### src/rtl/prescaled_updown_counter_if.sv
// prescaled_updown_counter_if
// Groups the control/status bundle of prescaled_updown_counter. The counter
// attaches through the slave modport; whoever drives the controls uses master.
// Optional capture signals exist only when PRESCALED_COUNTER_CAPTURE_EN is defined.
`timescale 1ns/1ps

interface prescaled_updown_counter_if #(
    parameter int P_COUNT_W    = 16,
    parameter int P_PRESCALE_W = 8
);
    logic                    i_enable;
    logic                    i_dir;
    logic                    i_sat;
    logic                    i_load;
    logic [P_COUNT_W-1:0]    i_load_val;
    logic [P_PRESCALE_W-1:0] i_prescale;
    logic [P_COUNT_W-1:0]    i_cmp_val;
    logic [P_COUNT_W-1:0]    o_count;
    logic                    o_tick;
    logic                    o_tc;
    logic                    o_match;
`ifdef PRESCALED_COUNTER_CAPTURE_EN
    logic                    i_capture;
    logic [P_COUNT_W-1:0]    o_capture;
    logic                    o_capture_vld;

    modport master (
        output i_enable, i_dir, i_sat, i_load, i_load_val, i_prescale, i_cmp_val, i_capture,
        input  o_count, o_tick, o_tc, o_match, o_capture, o_capture_vld
    );
    modport slave (
        input  i_enable, i_dir, i_sat, i_load, i_load_val, i_prescale, i_cmp_val, i_capture,
        output o_count, o_tick, o_tc, o_match, o_capture, o_capture_vld
    );
`else
    modport master (
        output i_enable, i_dir, i_sat, i_load, i_load_val, i_prescale, i_cmp_val,
        input  o_count, o_tick, o_tc, o_match
    );
    modport slave (
        input  i_enable, i_dir, i_sat, i_load, i_load_val, i_prescale, i_cmp_val,
        output o_count, o_tick, o_tc, o_match
    );
`endif
endinterface

### src/rtl/prescaled_updown_counter.sv
// prescaled_updown_counter
// Up/down counter over 0..P_MAX with runtime prescaler, synchronous load with
// clamp, saturate-or-wrap boundary handling, tick/terminal-count pulses and a
// registered compare match. Optional snapshot capture is built when the macro
// PRESCALED_COUNTER_CAPTURE_EN is defined. Interface parameters must match.
`timescale 1ns/1ps

module prescaled_updown_counter #(
    parameter int P_COUNT_W    = 16,
    parameter int P_MAX        = 65535,
    parameter int P_PRESCALE_W = 8
) (
    input  logic                          i_clk,
    input  logic                          i_reset,
    prescaled_updown_counter_if.slave     bus
);
    localparam logic [P_COUNT_W-1:0] L_MAX = P_COUNT_W'(P_MAX);
    localparam logic [P_COUNT_W-1:0] L_ONE = P_COUNT_W'(1);

    logic [P_COUNT_W-1:0]    count_q, count_d;
    logic [P_PRESCALE_W-1:0] psc_q, psc_d;
    logic                    tick_q, tick_d;
    logic                    tc_q, tc_d;
    logic                    match_q;
    logic                    step;

    // Next-state: load beats step beats hold; step comes from the prescaler.
    always_comb begin
        // NOTE: every signal gets a default first so no path leaves it unassigned (no latch).
        count_d = count_q;
        psc_d   = psc_q;
        tick_d  = 1'b0;
        tc_d    = 1'b0;
        step    = 1'b0;

        if (bus.i_load) begin
            count_d = (bus.i_load_val > L_MAX) ? L_MAX : bus.i_load_val;
            psc_d   = '0;
        end else if (bus.i_enable) begin
            // ">=" lets a freshly reduced divisor fire at once instead of locking out.
            if (psc_q >= bus.i_prescale) begin
                step  = 1'b1;
                psc_d = '0;
            end else begin
                psc_d = psc_q + P_PRESCALE_W'(1);
            end
        end

        if (step) begin
            tick_d = 1'b1;
            if (bus.i_dir) begin
                if (count_q == L_MAX) begin
                    if (!bus.i_sat) begin
                        count_d = '0;
                        tc_d    = 1'b1;
                    end
                end else begin
                    count_d = count_q + L_ONE;
                    tc_d    = bus.i_sat && (count_q == L_MAX - L_ONE);
                end
            end else begin
                if (count_q == '0) begin
                    if (!bus.i_sat) begin
                        count_d = L_MAX;
                        tc_d    = 1'b1;
                    end
                end else begin
                    count_d = count_q - L_ONE;
                    tc_d    = bus.i_sat && (count_q == L_ONE);
                end
            end
        end
    end

    // State and registered outputs; reset clears everything asynchronously.
    always_ff @(posedge i_clk or posedge i_reset) begin
        if (i_reset) begin
            count_q <= '0;
            psc_q   <= '0;
            tick_q  <= 1'b0;
            tc_q    <= 1'b0;
            match_q <= 1'b0;
        end else begin
            // NOTE: non-blocking assignments so every register samples pre-edge values.
            count_q <= count_d;
            psc_q   <= psc_d;
            tick_q  <= tick_d;
            tc_q    <= tc_d;
            match_q <= (count_d == bus.i_cmp_val);
        end
    end

    assign bus.o_count = count_q;
    assign bus.o_tick  = tick_q;
    assign bus.o_tc    = tc_q;
    assign bus.o_match = match_q;

`ifdef PRESCALED_COUNTER_CAPTURE_EN
    logic [P_COUNT_W-1:0] capture_q;
    logic                 capture_vld_q;

    // Snapshot of the pre-update count, independent of load and enable.
    always_ff @(posedge i_clk or posedge i_reset) begin
        if (i_reset) begin
            capture_q     <= '0;
            capture_vld_q <= 1'b0;
        end else begin
            capture_vld_q <= bus.i_capture;
            if (bus.i_capture) begin
                capture_q <= count_q;
            end
        end
    end

    assign bus.o_capture     = capture_q;
    assign bus.o_capture_vld = capture_vld_q;
`endif

endmodule

### src/flat_wrapper.sv
// flat-port wrapper written by rule: the top's interface ports become plain ports
module prescaled_updown_counter_flat 
#(
    parameter int P_COUNT_W    = 16,
    parameter int P_MAX        = 65535,
    parameter int P_PRESCALE_W = 8
)
  (i_clk, i_reset, bus_i_enable, bus_i_dir, bus_i_sat, bus_i_load, bus_i_load_val, bus_i_prescale, bus_i_cmp_val, bus_o_count, bus_o_tick, bus_o_tc, bus_o_match);
  prescaled_updown_counter_if #(.P_COUNT_W(P_COUNT_W), .P_PRESCALE_W(P_PRESCALE_W)) bus_i ();
  input  logic i_clk;
  input  logic i_reset;
  input wire logic [$bits(bus_i.i_enable)-1:0] bus_i_enable;
  input wire logic [$bits(bus_i.i_dir)-1:0] bus_i_dir;
  input wire logic [$bits(bus_i.i_sat)-1:0] bus_i_sat;
  input wire logic [$bits(bus_i.i_load)-1:0] bus_i_load;
  input wire logic [$bits(bus_i.i_load_val)-1:0] bus_i_load_val;
  input wire logic [$bits(bus_i.i_prescale)-1:0] bus_i_prescale;
  input wire logic [$bits(bus_i.i_cmp_val)-1:0] bus_i_cmp_val;
  output wire logic [$bits(bus_i.o_count)-1:0] bus_o_count;
  output wire logic [$bits(bus_i.o_tick)-1:0] bus_o_tick;
  output wire logic [$bits(bus_i.o_tc)-1:0] bus_o_tc;
  output wire logic [$bits(bus_i.o_match)-1:0] bus_o_match;
  assign bus_i.i_enable = bus_i_enable;
  assign bus_i.i_dir = bus_i_dir;
  assign bus_i.i_sat = bus_i_sat;
  assign bus_i.i_load = bus_i_load;
  assign bus_i.i_load_val = bus_i_load_val;
  assign bus_i.i_prescale = bus_i_prescale;
  assign bus_i.i_cmp_val = bus_i_cmp_val;
  assign bus_o_count = bus_i.o_count;
  assign bus_o_tick = bus_i.o_tick;
  assign bus_o_tc = bus_i.o_tc;
  assign bus_o_match = bus_i.o_match;
  prescaled_updown_counter #(.P_COUNT_W(P_COUNT_W), .P_MAX(P_MAX), .P_PRESCALE_W(P_PRESCALE_W)) u_core (.i_clk(i_clk), .i_reset(i_reset), .bus(bus_i));
endmodule
### config.mk
export PLATFORM = sky130hd
export DESIGN_NAME = prescaled_updown_counter_flat
export DESIGN_NICKNAME = d
export VERILOG_FILES = /design/src/rtl/prescaled_updown_counter_if.sv /design/src/rtl/prescaled_updown_counter.sv /design/src/flat_wrapper.sv
export SDC_FILE = /design/constraint.sdc
export NUM_CORES = 1
export LEC_CHECK = 0
export BUFFER_PORTS_ARGS = -buffer_cell sky130_fd_sc_hd__buf_2
export CAP_MARGIN = 20
export CORE_MARGIN = 3
export CORE_UTILIZATION = 45
export CTS_CLUSTER_DIAMETER = 80
export CTS_CLUSTER_SIZE = 28
export DETAILED_ROUTE_END_ITERATION = 16
export PLACE_DENSITY = 0.78
export SLEW_MARGIN = 10
export SYNTH_ARGS = -nofsm -noshare
export SYNTH_HDL_FRONTEND = slang
export SYNTH_SLANG_ARGS = --single-unit
### constraint.sdc
create_clock -name i_clk -period 2.8 [get_ports i_clk]
set_input_delay 0.28 -clock i_clk [delete_from_list [all_inputs] [get_ports i_clk]]
set_output_delay 0.28 -clock i_clk [all_outputs]
set_load 0.01 [all_outputs]
==> flow_summary.ini <==
[finish]
nFillCells = 500
area_delta_synth_final_pct = 44.6
diodes = 0
drive_above_1_share_pct = 42.7
final_cell_mix = 84 x buf_4, 64 x buf_2, 27 x nand2_1
layout_commonest_cell = buf_4
final_area_um2 = 4210
multiInputGateArea_um2 = 2300
final-seq-area_um2 = 677
nets = 555

[placement]
gp_congestion = 0.985
portBuffers = 64
dp_slack_ns = -0.356
place_area_um2 = 3880
dp_hpwl_um = 8660

[detailed_routing]
drc_errors = 0
drt-total-wl_um = 11300
first_pass_iters = 5
num_vias = 3465
vias_per_cell = 6.09
ant_nets = 0
drt_iter0_drc = 299
wl_per_cell_um = 19.8

[synth]
yosysSeqAreaShare_pct = 23.2
synth-async-reset-ratio_pct = 100
yosys_register_bits = 27
yosysUniqueCellTypes = 64
synth_ff_type = dfrtp_1
synth_area_per_cell_um2 = 7.99
synth_area_um2 = 2910
yosysWarnings = 0
syn_nets = 424
synthTopCellsByArea = dfrtp_1 23%, ha_1 6.0%, xnor2_1 5.4%
yosysTopAreaCellShare_pct = 23.2
postSynthCellCount = 364
synth_top_cell_by_area = dfrtp_1
synth_edf_count = 0

[worst_setup_path]
critPathLaunchType = flop
cp-startpoint = u_core.psc_q[1]
r2r_end = u_core.bus.o_match
path_max_fanout = 8
cp.arrival_ns = 3.28
critical_path_class = flop to flop
regToRegStartpoint = u_core.psc_q[1]
ff2ff_path_depth = 10
endpoint_kind = flop
cp.required_ns = 2.99
slowest_stage = a2111oi_4
rrSetupSlack_ns = -0.28
crit_chain = ha_1 > a2111oi_4 > o31a_4 > buf_4 > o32ai_1 > a211o_1 > xor2_1 > nor4b_4 > nand4_1 > nor4_2
slowest_delay_ns = 0.48
cp-endpoint = u_core.bus.o_match

[sta]
max_slew_margin_pct = 68.8
min_period_over_period_pct = 110
worstMarginPinSlew_ns = 0.468
fmaxAchievable_mhz = 324
skew_ns = 0.00922
slew_viol_final = 0
rsz0062_at_grt = yes
fin_crit_ns = 3.08
finalSetupViolations = 1
tns_ns = -0.285
setup_ws_ns = -0.285
final_hold_viol_count = 0

[power]
p_leak_uw = 0.00185
power.switching_uw = 520
p_clk_share_pct = 18.5
p_int_uw = 806
peakVddDrop_mv = 0.227
comb_power_share_pct = 45.8
power_frac_seq_pct = 35.8
powerDensity_nw_per_um2 = 315
sw_frac_of_total_pct = 39.2

[clock_network]
cts_made_buffers = 3
cts_buffer_depth = 2
clk_pin_slew_ns = 0.11
insertion_delay_ns = 0.29
hold_buffers = 0
cts_tree = done
cts.root.buffer_cell = clkbuf_8
clock_sinks = 27
htreeDepth = 1

[grt]
use_met2_pct = 51.0
grt_pass1_vias = 3355
use_met1_pct = 34.9
antenna_found_initial = 0
met3_usage_pct = 5.23
busiest_layer = met2
grt_usage_pct = 29.3
grt_max_degree = 28
grt_pass1_wl_um = 17000
overflow = 0

[outcome]
status = finished with violations
violations = setup timing

[floorplanning]
row_count = 28
ioPinCount = 65
core-area_um2 = 6100
die_h_um = 86.4
die_area_um2 = 7460
fp.dieW_um = 86.4
start_util_pct = 47.7

[worst_hold_path]
hold_path.class = input port to asynchronous set/reset pin

[flow_run]
max-cap-violations = 0
[cell usage after synthesis, types with 3 or more instances]
cell type	number
a21oi_1	19
a311oi_1	3
a31oi_1	8
and3_1	8
and4_1	4
buf_2	9
clkbuf_1	14
dfrtp_1	27
ha_1	14
inv_1	18
mux2_2	8
mux2i_1	7
nand2_1	27
nand2b_1	7
nand3_1	17
nand4_1	8
nor2_1	19
nor3_1	16
nor4_1	6
o211ai_1	3
o21a_1	4
o21ai_0	24
o22ai_1	7
o2bb2ai_1	4
o31ai_1	4
or3_1	5
or4_1	4
xnor2_1	18
xor2_1	12
[worst max-delay path: cells and delay by family, from the launching register on]
kind	cells	cell delay, ns
compound gates	4	1.13
xor+xnor	1	0.19
fa+ha+maj	1	0.33
buf+inv	1	0.14
simple gates	3	0.79
flops	1	0.41
[layer usage]
metal / routed length, um / up-vias
met5: 0 / -
met4: 475 / 0
met3: 775 / 45
met2: 5600 / 175
met1: 4410 / 1620
li1: - / 1625
[timing repair]
action	4_1_cts	5_1_grt
setup buffers	1	7
pin swaps	4	16
gates resized for setup	11	32
cloned	0	0
endpoints found under the setup margin	1	1
[registers in the layout, indices dropped and copies added, names as in the netlist]
register,count
u_core.bus.o_count,16
u_core.bus.o_match,1
u_core.bus.o_tc,1
u_core.bus.o_tick,1
u_core.psc_q,8
[cell families after synthesis]
logic type,count (synthesis),share of synthesized area (%)
buffers and inverters,45,6.71
flip-flops,27,23.2
adder cells (fa/ha/maj),14,6.02
multiplexers,15,5.51
AO/OA/AOI/OAI,98,23.0
AND/OR/NAND/NOR,135,26.5
XOR/XNOR,30,9.03
[power groups by stage]
| stage | combinational, uW | sequential (uW) | clock (uW) |
|---|---|---|---|
| detailed placement | 543 | 475 | 0 |
| finish | 607 | 474 | 245 |
| floorplan | 300 | 469 | 0 |
| CTS | 557 | 468 | 249 |
| global route | 653 | 476 | 268 |
| global placement | 534 | 473 | 0 |
[worst min path at each step]
stage                       start                    end  slack (ns)  cells past startpoint
after floorplan           i_reset  u_core.bus.o_count[0]        0.33                      1
after global placement    i_reset      u_core.bus.o_tick        0.37                      3
after detailed placement  i_reset  u_core.bus.o_count[5]        0.38                      3
after CTS                 i_reset  u_core.bus.o_count[5]        0.05                      3
after global routing      i_reset  u_core.bus.o_count[5]        0.06                      3
final                     i_reset  u_core.bus.o_count[5]        0.04                      3
[per-stage QoR]
stage | total power [uW] | hold WS (ns) | instances | util (%)
2_1_floorplan | 769 | 0.333 | 364 | -
6_report | 1330 | 0.0363 | 569 | 69.0
4_1_cts | 1270 | 0.0493 | 563 | 65.3
5_1_grt | 1400 | 0.0618 | 569 | 69.0
3_5_place_dp | 1020 | 0.376 | 558 | 63.7
3_3_place_gp | 1010 | 0.373 | 558 | 63.7
[cell type report]
| class | instances | area share (%) |
|---|---|---|
| Clock buffer | 3 | 0.981 |
| Inverter | 18 | 1.72 |
| Tap cell | 75 | 2.23 |
| Timing Repair Buffer | 153 | 24.1 |
| Sequential cell | 27 | 16.1 |
| Clock inverter | 1 | 0.178 |
| Multi-Input combinational cell | 292 | 54.7 |
Note: power is estimated with default switching activity, not from simulation.
